===== src/rtl/io_pkg.sv =====
// Shared definitions for the memory-mapped IO bridge devices.
package io_pkg;

  // Register word indices of the switch input device (bridge supplies Addr[3:2]).
  localparam logic [1:0] SW_REG_STATE = 2'd0;
  localparam logic [1:0] SW_REG_EDGE  = 2'd1;
  localparam logic [1:0] SW_REG_MASK  = 2'd2;
  localparam logic [1:0] SW_REG_RSVD  = 2'd3;

  // Depth of the tick-sample history used to qualify a level change.
  localparam int SW_SAMPLES = 3;

endpackage


===== src/rtl/debounce_bit.sv =====
// One switch bit: 2-flop synchronizer, active-low to pressed=1 inversion,
// 3-deep tick-sampled history and the debounced level flop.
module debounce_bit
  import io_pkg::*;
(
  input  logic i_clk,
  input  logic i_reset,
  input  logic i_tick,
  input  logic i_pin_n,
  output logic o_stable,
  output logic o_rise
);

  logic                  r_sync1;
  logic                  r_sync2;
  logic [SW_SAMPLES-1:0] r_samp;
  logic                  r_stable;

  logic w_pressed;
  logic w_all_one;
  logic w_all_zero;
  logic w_stable_nxt;

  assign w_pressed  = ~r_sync2;
  assign w_all_one  = &r_samp;
  assign w_all_zero = ~|r_samp;

  // Level only moves when the whole history agrees; disagreement holds it.
  assign w_stable_nxt = w_all_one  ? 1'b1 :
                        w_all_zero ? 1'b0 : r_stable;

  // Rising edge of the debounced level, visible in the cycle it will be
  // registered so the edge flag sets together with the level.
  assign o_rise   = w_stable_nxt & ~r_stable;
  assign o_stable = r_stable;

  // Synchronizer resets to the released (high) pin level.
  always_ff @(posedge i_clk) begin
    if (i_reset) begin
      r_sync1 <= 1'b1;
      r_sync2 <= 1'b1;
    end else begin
      r_sync1 <= i_pin_n;
      r_sync2 <= r_sync1;
    end
  end

  // Sample history shifts only on the shared tick.
  always_ff @(posedge i_clk) begin
    if (i_reset)     r_samp <= '0;
    else if (i_tick) r_samp <= {r_samp[SW_SAMPLES-2:0], w_pressed};
  end

  // Debounced level.
  always_ff @(posedge i_clk) begin
    if (i_reset) r_stable <= 1'b0;
    else         r_stable <= w_stable_nxt;
  end

endmodule


===== src/rtl/switch_driver.sv =====
// Memory-mapped switch/button input device: debounced level (STATE),
// sticky press flags (EDGE, write-1-to-clear), interrupt mask (MASK) and
// a registered level IRQ. Reads are combinational from Addr.
module switch_driver
  import io_pkg::*;
#(
  parameter int WIDTH           = 32,
  parameter int DEBOUNCE_CYCLES = 100000
) (
  input  logic             clk,
  input  logic             reset,
  input  logic             WE,
  input  logic [1:0]       Addr,
  input  logic [31:0]      Din,
  output logic [31:0]      Dout,
  input  logic [WIDTH-1:0] switch_pin,
  output logic             IRQ
);

  localparam int CW = (DEBOUNCE_CYCLES > 2) ? $clog2(DEBOUNCE_CYCLES) : 1;
  localparam logic [CW-1:0] CNT_LAST = CW'(DEBOUNCE_CYCLES - 1);

  logic [CW-1:0]    r_cnt;
  logic [WIDTH-1:0] r_edge;
  logic [WIDTH-1:0] r_mask;
  logic             r_irq;

  logic             w_tick;
  logic [WIDTH-1:0] w_stable;
  logic [WIDTH-1:0] w_rise;
  logic [WIDTH-1:0] w_din;
  logic [WIDTH-1:0] w_clr;
  logic             w_we_edge;
  logic             w_we_mask;

  assign w_tick    = (r_cnt == CNT_LAST);
  assign w_din     = Din[WIDTH-1:0];
  assign w_we_edge = WE && (Addr == SW_REG_EDGE);
  assign w_we_mask = WE && (Addr == SW_REG_MASK);
  assign w_clr     = w_we_edge ? w_din : '0;

  // Upper write-data bits have no storage behind them.
  if (WIDTH < 32) begin : g_unused
    logic w_unused_din;
    assign w_unused_din = ^Din[31:WIDTH];
  end

  // Free-running sample-tick counter, 0..DEBOUNCE_CYCLES-1.
  always_ff @(posedge clk) begin
    if (reset)       r_cnt <= '0;
    else if (w_tick) r_cnt <= '0;
    else             r_cnt <= r_cnt + CW'(1);
  end

  for (genvar g = 0; g < WIDTH; g++) begin : g_bit
    debounce_bit u_db (
      .i_clk    (clk),
      .i_reset  (reset),
      .i_tick   (w_tick),
      .i_pin_n  (switch_pin[g]),
      .o_stable (w_stable[g]),
      .o_rise   (w_rise[g])
    );
  end

  // Sticky press flags; a new press beats a same-cycle clear.
  always_ff @(posedge clk) begin
    if (reset) r_edge <= '0;
    else       r_edge <= (r_edge & ~w_clr) | w_rise;
  end

  // Interrupt enable register.
  always_ff @(posedge clk) begin
    if (reset)          r_mask <= '0;
    else if (w_we_mask) r_mask <= w_din;
  end

  // IRQ follows last cycle's pending-and-enabled flags.
  always_ff @(posedge clk) begin
    if (reset) r_irq <= 1'b0;
    else       r_irq <= |(r_edge & r_mask);
  end

  assign IRQ = r_irq;

  // Read mux; unimplemented bits and the reserved slot read zero.
  always_comb begin
    Dout = '0;
    case (Addr)
      SW_REG_STATE: Dout[WIDTH-1:0] = w_stable;
      SW_REG_EDGE:  Dout[WIDTH-1:0] = r_edge;
      SW_REG_MASK:  Dout[WIDTH-1:0] = r_mask;
      default:      Dout = '0;
    endcase
  end

endmodule


===== config.mk =====
export PLATFORM = sky130hd
export DESIGN_NAME = switch_driver
export DESIGN_NICKNAME = d
export VERILOG_FILES = /design/src/rtl/io_pkg.sv /design/src/rtl/debounce_bit.sv /design/src/rtl/switch_driver.sv
export SDC_FILE = /design/constraint.sdc
export NUM_CORES = 1
export LEC_CHECK = 0
export CAP_MARGIN = 0
export CORE_ASPECT_RATIO = 1.75
export CORE_MARGIN = 4
export CORE_UTILIZATION = 43
export CTS_CLUSTER_SIZE = 12
export DETAILED_ROUTE_END_ITERATION = 12
export PLACE_DENSITY = 0.67
export SYNTH_ARGS = -nofsm -noshare
export SYNTH_HDL_FRONTEND = slang
export SYNTH_SLANG_ARGS = --single-unit

===== constraint.sdc =====
create_clock -name clk -period 4.1 [get_ports clk]
set_clock_uncertainty 0.2 [all_clocks]
set_input_delay 1.23 -clock clk [delete_from_list [all_inputs] [get_ports clk]]
set_output_delay 1.23 -clock clk [all_outputs]
set_load 0.01 [all_outputs]

==> results of run 1 <==
-- logic make-up after synthesis --
group / share of synthesized area, %
flip-flops: 52.0
XOR/XNOR: 1.16
AO/OA/AOI/OAI: 15.6
multiplexers: 3.14
buffers and inverters: 3.56
AND/OR/NAND/NOR: 24.4
adder cells (fa/ha/maj): 0.118
-- repair_timing --
item	4_1_cts	5_1_grt
endpoints found under the setup margin	32	0
gates resized for setup	35	0
hold buffers	0	0
-- registers in the layout (all words and copies together), names as in the netlist --
register / flops
g_bit.u_db.o_stable: 32
g_bit.u_db.r_sync1: 32
g_bit.u_db.r_sync2: 32
r_mask: 32
IRQ: 1
g_bit.u_db.r_samp: 96
r_cnt: 17
r_edge: 32
-- path summary, 6_finish.rpt --
kind	startpoint	to	slack [ns]	cells past startpoint
worst min register to register	g_bit[23].u_db.r_sync1	g_bit[23].u_db.r_sync2	0.21	1
worst max-delay path	Addr[0]	Dout[15]	0.08	6
worst max register to register	r_cnt[0]	g_bit[31].u_db.r_samp[0]	1.66	6
worst min-delay path	g_bit[23].u_db.r_sync1	g_bit[23].u_db.r_sync2	0.21	1
-- cells in the final DEF (no fill, tap or decap), types with 10 or more instances in the layout --
| cell type | n |
|---|---|
| mux2i_1 | 32 |
| xnor2_1 | 10 |
| or2_2 | 64 |
| clkbuf_16 | 27 |
| a21oi_1 | 182 |
| a22oi_1 | 16 |
| o21ai_0 | 75 |
| buf_4 | 11 |
| a21o_1 | 21 |
| nand4_1 | 10 |
| nand3b_1 | 12 |
| nand2_1 | 335 |
| dlygate4sd2_1 | 32 |
| a21oi_2 | 10 |
| nand2_2 | 10 |
| and2_1 | 11 |
| nand2b_1 | 33 |
| dfxtp_1 | 274 |
| nor2_1 | 20 |
| clkdlybuf4s50_1 | 67 |
| nand4b_1 | 21 |
-- layout make-up --
| class | instances | area [um^2] |
|---|---|---|
| fill | 2291 | 11700 |
| sequential | 274 | 5490 |
| multi-input combinational | 892 | 4710 |
| timing repair buffer | 118 | 1160 |
| clock buffer | 29 | 683 |
| tap | 308 | 385 |
| inverter | 2 | 7.51 |
| antenna | 1 | 2.50 |
-- layer usage --
metal	vias to the layer above	wire length, um
li1	4297	-
met1	3936	10100
met2	183	12600
met3	59	1170
met4	2	989
met5	-	13
-- through the flow --
stage / hold WS (ns) / TNS (ns)
floorplan: 0.189 / 0
global placement: 0.192 / -5.83
detailed placement: 0.194 / -6.44
CTS: 0.208 / 0
global route: 0.217 / 0
finish: 0.206 / 0
-- critical path, cell delays in order --
cell and delay (ns):
clkdlybuf4s50_1 0.50, nor2b_4 0.20, buf_12 0.16, nand2_1 0.05, o21ai_0 0.13, dlygate4sd2_1 0.31
-- power by group through the flow --
stage | Sequential [uW] | Combinational (uW) | Clock, uW
finish | 2720 | 230 | 2080
detailed placement | 2780 | 232 | 0
CTS | 2720 | 233 | 2150
global placement | 2780 | 231 | 0
global route | 2720 | 251 | 2250
floorplan | 2770 | 116 | 0
==> metrics.txt, run 1 <==
share of the synthesized area in the top cell type=52.0%; hold crit path type=register to register; CP Data Required Time=approximately 2.7 ns; final design utilization=51.6%; maximum fanout along the worst path=15; ys async rst share=0%; worst slack, placed=-0.260 ns; Buffers on Ports=approximately 100; cell taking the most area after synthesis=dfxtp_1; Final Hold Viols=0; Total Wirelength=~25000 um; initial antenna violation count=3; number of max-cap violations=0; per-cell routed wire length=15.3 um; Critical Path Sink Type=primary output; CTS Buf Count=26; Setup CP Type=input pin to primary output; floorplan row count=75; top_reg_cell synth=dfxtp_1; grt met1 use=around a fifth; IO Count=about 100; count leader, synth=nand2_1; LEAKAGE=0.00443 uW; M3 GR Usage=between 2 and 3%; Int Pwr=~4000 uW; synth top area cells=dfxtp_1 52%, nand2_1 12%, a21oi_1 8.6%, or2_2 3.8%, o21ai_0 3.6%; syn avg cell area=about 8.5 um^2; Setup crit start kind=input pin; switch share=a little over a fifth; die extent in x=roughly 130 um; Mapped Area=between 10000 and 15000 um^2; Post-synth EDFFs=0; Final Max Slew Viols=0; Post-CTS Repair Setup Buffers=0; DR vias=8477; Post-DP HPWL=~17000 um; Yosys warnings=0; CTS H-tree lvls=1; nets=roughly 1400; clk_lat worst skew=between 0.5 and 0.6 ns; core area=24100 um^2; min cycle time layout=approximately 4 ns; fin crit share=a little over nine tenths; Max Root-Sink Buffers=3; Die Y=between 200 and 250 um; measured slew at the worst slew-check pin=0.618 ns; Final Power=5030 uW; DRC viols=0; largest net degree at the start of global routing=88; Setup WS post-layout=between 0.08 and 0.09 ns; DP Area=11800 um^2; synthesis-stage register bit count=274; Peak VDD IR=between 0.0002 and 0.0003 V; clock share of power=between 40% and 50%; design area=about 12000 um^2; Die ar.=around 27000 um^2; total track usage=between 10% and 20%; Slew HR=between 50% and 60%; vias per inst=5.22; clock sinks=around 270; sequential share of power=between 50% and 60%; post-synth net total=around 1300; Power Density=about 400 nW/um^2; Max Fclk=between 0.2 and 0.25 GHz; final setup vio count=0; Synth-to-Final Area Change=17.8%; first-pass GRT wire length=between 30000 and 40000 um; Post-Layout Cell Count=1624; placed cells=around 1600; GR Util met2=between 30% and 40%; top cells by count, synth=335 x nand2_1, 274 x dfxtp_1, 182 x a21oi_1, 75 x o21ai_0, 64 x or2_2; combinational power share=4.6%; DRT iter0 DRCs=around 650; Mapped Cells=between 1000 and 1500; RSZ-0062 raised after global routing=false; status=finished clean; Top Usage Layer GRT=met2; data arrival time of the worst path=around 2.6 ns; Worst-path clk slew=around 0.060 ns; final antenna-violating net count=0; CTS tree=built; GP Congestion=0.806; initial core utilization=a little over two fifths; sequential-to-total area share from yosys stat=52.0%; Unique masters post-synth=37; share of cells above drive strength 1=approximately a tenth; Psw=roughly 1100 uW; Overflow after GRT=0; number of global-route vias before repair=about 8000; CTS Root Cell=clkbuf_16; drt first pass iters=5
Power figures use the tool's default switching activity.
==> inputs of run 2 (changes only) <==
- CORE_ASPECT_RATIO: 1.75 -> default
==> run 2 against run 1 <==
Critical path depth unchanged; setup slack better by 0.023 ns; utilization up 0.59 points; global-route usage about the same; final cell count up 1.9%; total power up 9.4%; fmax up 0.58%.
==> metrics.txt, run 2 (synthesized netlist as in run 1, its figures left out) <==
status=finished clean (unchanged); Overflow after GRT=0 (unchanged); vias per inst=5.16 (was 5.22); Post-DP HPWL=16400 um (was 16800 um); min cycle time layout=3.99 ns (was 4.02 ns); data arrival time of the worst path=2.56 ns (was 2.59 ns); core area=24200 um^2 (was 24100 um^2); RSZ-0062 raised after global routing=false (unchanged); Buffers on Ports=101 (unchanged); Total Wirelength=24800 um (was 24900 um); number of max-cap violations=0 (unchanged); total track usage=17.8% (about the same); Slew HR=39.6% (was 58.4%); Die ar.=27100 um^2 (was 27200 um^2); WHS=0.201 ns (was 0.206 ns); CP Data Required Time=2.67 ns (about the same); design area=12600 um^2 (was 12400 um^2); final antenna-violating net count=0 (unchanged); LEAKAGE=0.00452 uW (was 0.00443 uW); die extent in x=165 um (was 126 um); Synth-to-Final Area Change=19.8% (was 17.8%); Largest register FFs=96 (unchanged); slowest cell delay on critical path=0.47 ns (was 0.50 ns); first-pass GRT wire length=39800 um (was 39900 um); final design utilization=52.2% (was 51.6%); Peak VDD IR=0.000255 V (was 0.000293 V); Critical Path Sink Type=primary output (unchanged); measured slew at the worst slew-check pin=0.906 ns (was 0.618 ns); Final Max Slew Viols=0 (unchanged); maximum fanout along the worst path=32 (was 15); placed cells=1606 (was 1594); Final Hold Viols=0 (unchanged); Setup crit start kind=input pin (unchanged); largest net degree at the start of global routing=112 (was 88); drt first pass iters=5 (unchanged); Biggest register=g_bit.u_db.r_samp (unchanged); most common cell after layout, fill and taps aside=nand2_1 (unchanged); Post-CTS Repair Setup Buffers=0 (unchanged); ant diodes=0 (was 1); most frequent cells in the layout=335 x nand2_1, 274 x dfxtp_1, 182 x a21oi_1 (unchanged); DRC viols=0 (unchanged); fin crit share=97.4% (was 98.0%); worst-path cell chain=clkdlybuf4s50_1 > nor2b_2 > buf_12 > nand2_1 > o21ai_0 > dlygate4sd2_1 (was clkdlybuf4s50_1 > nor2b_4 > buf_12 > nand2_1 > o21ai_0 > dlygate4sd2_1); setup TNS=0 ns (unchanged); per-cell routed wire length=15.0 um (was 15.3 um); Die Y=165 um (was 215 um); DR vias=8534 (was 8477); Max Root-Sink Buffers=3 (unchanged); share of cells above drive strength 1=10.7% (was 10.3%); CTS Buf Count=29 (was 26); DP Area=11800 um^2 (about the same); Power Density=436 nW/um^2 (was 405 nW/um^2); DRT iter0 DRCs=822 (was 651); slowest CP cell=clkdlybuf4s50_1 (unchanged); number of global-route vias before repair=7649 (was 8030); CTS tree=built (unchanged); CTS Root Cell=clkbuf_16 (unchanged); GP Congestion=0.864 (was 0.806); Worst-path clk slew=0.06 ns (about the same); CTS H-tree lvls=1 (unchanged); floorplan row count=57 (was 75); IO Count=102 (unchanged); nets=1383 (was 1384); Post-Layout Cell Count=1655 (was 1624); Max Fclk=0.250 GHz (was 0.249 GHz); Setup CP Type=input pin to primary output (unchanged); initial antenna violation count=0 (was 3); final setup vio count=0 (unchanged); initial core utilization=43.5% (was 43.8%); hold crit path type=register to register (unchanged); clock sinks=274 (unchanged); clk_lat worst skew=0.53 ns (about the same)
==> run 2: worst max-delay path: cells and delay by family <==
family / cells / cell delay (ns)
AO/OA/AOI/OAI: 1 / 0.10
buffers and inverters: 3 / 0.97
AND/OR/NAND/NOR: 2 / 0.26
==> run 2: path summary, 6_finish.rpt <==
path / depth (start not counted) / start / slack (ns) / end
max: 6 / Addr[0] / 0.11 / Dout[4]
max reg2reg: 6 / r_cnt[0] / 1.47 / g_bit[14].u_db.r_samp[0]
min reg2reg: 1 / g_bit[25].u_db.r_sync1 / 0.20 / g_bit[25].u_db.r_sync2
min: 1 / g_bit[25].u_db.r_sync1 / 0.20 / g_bit[25].u_db.r_sync2
==> run 2: metrics by stage <==
stage	setup slack [ns]	power [uW]
5_1_grt	0.0244	5700
4_1_cts	0.112	5570
3_3_place_gp	-0.106	3010
2_1_floorplan	0.509	2890
6_report	0.107	5510
3_5_place_dp	-0.162	3010
==> run 2: timing repair <==
action,4_1_cts,5_1_grt
setup endpoints to repair,32,0
hold buffers,0,0
resized for setup,32,0
==> run 2: area by class of cell <==
class / count / area, um^2
fill: 2305 / 11600
sequential: 274 / 5490
multi-input combinational: 892 / 4700
timing repair buffer: 114 / 1110
clock buffer: 44 / 832
tap: 324 / 405
clock inverter: 5 / 100
inverter: 2 / 7.51
==> run 2: layer usage <==
layer	GRT usage (%)	share of wire, %	up-vias
li1	-	-	4314
met1	26.1	46	3936
met2	27.4	44	252
met3	3.19	8.1	32
met4	3.89	1.5	0
met5	0	0	-
==> run 2: power by group <==
group,leakage (uW),switching [uW],internal [uW]
logic,0.00184,113,112
clock network,0.000455,991,1570
registers,0.00222,17.8,2700
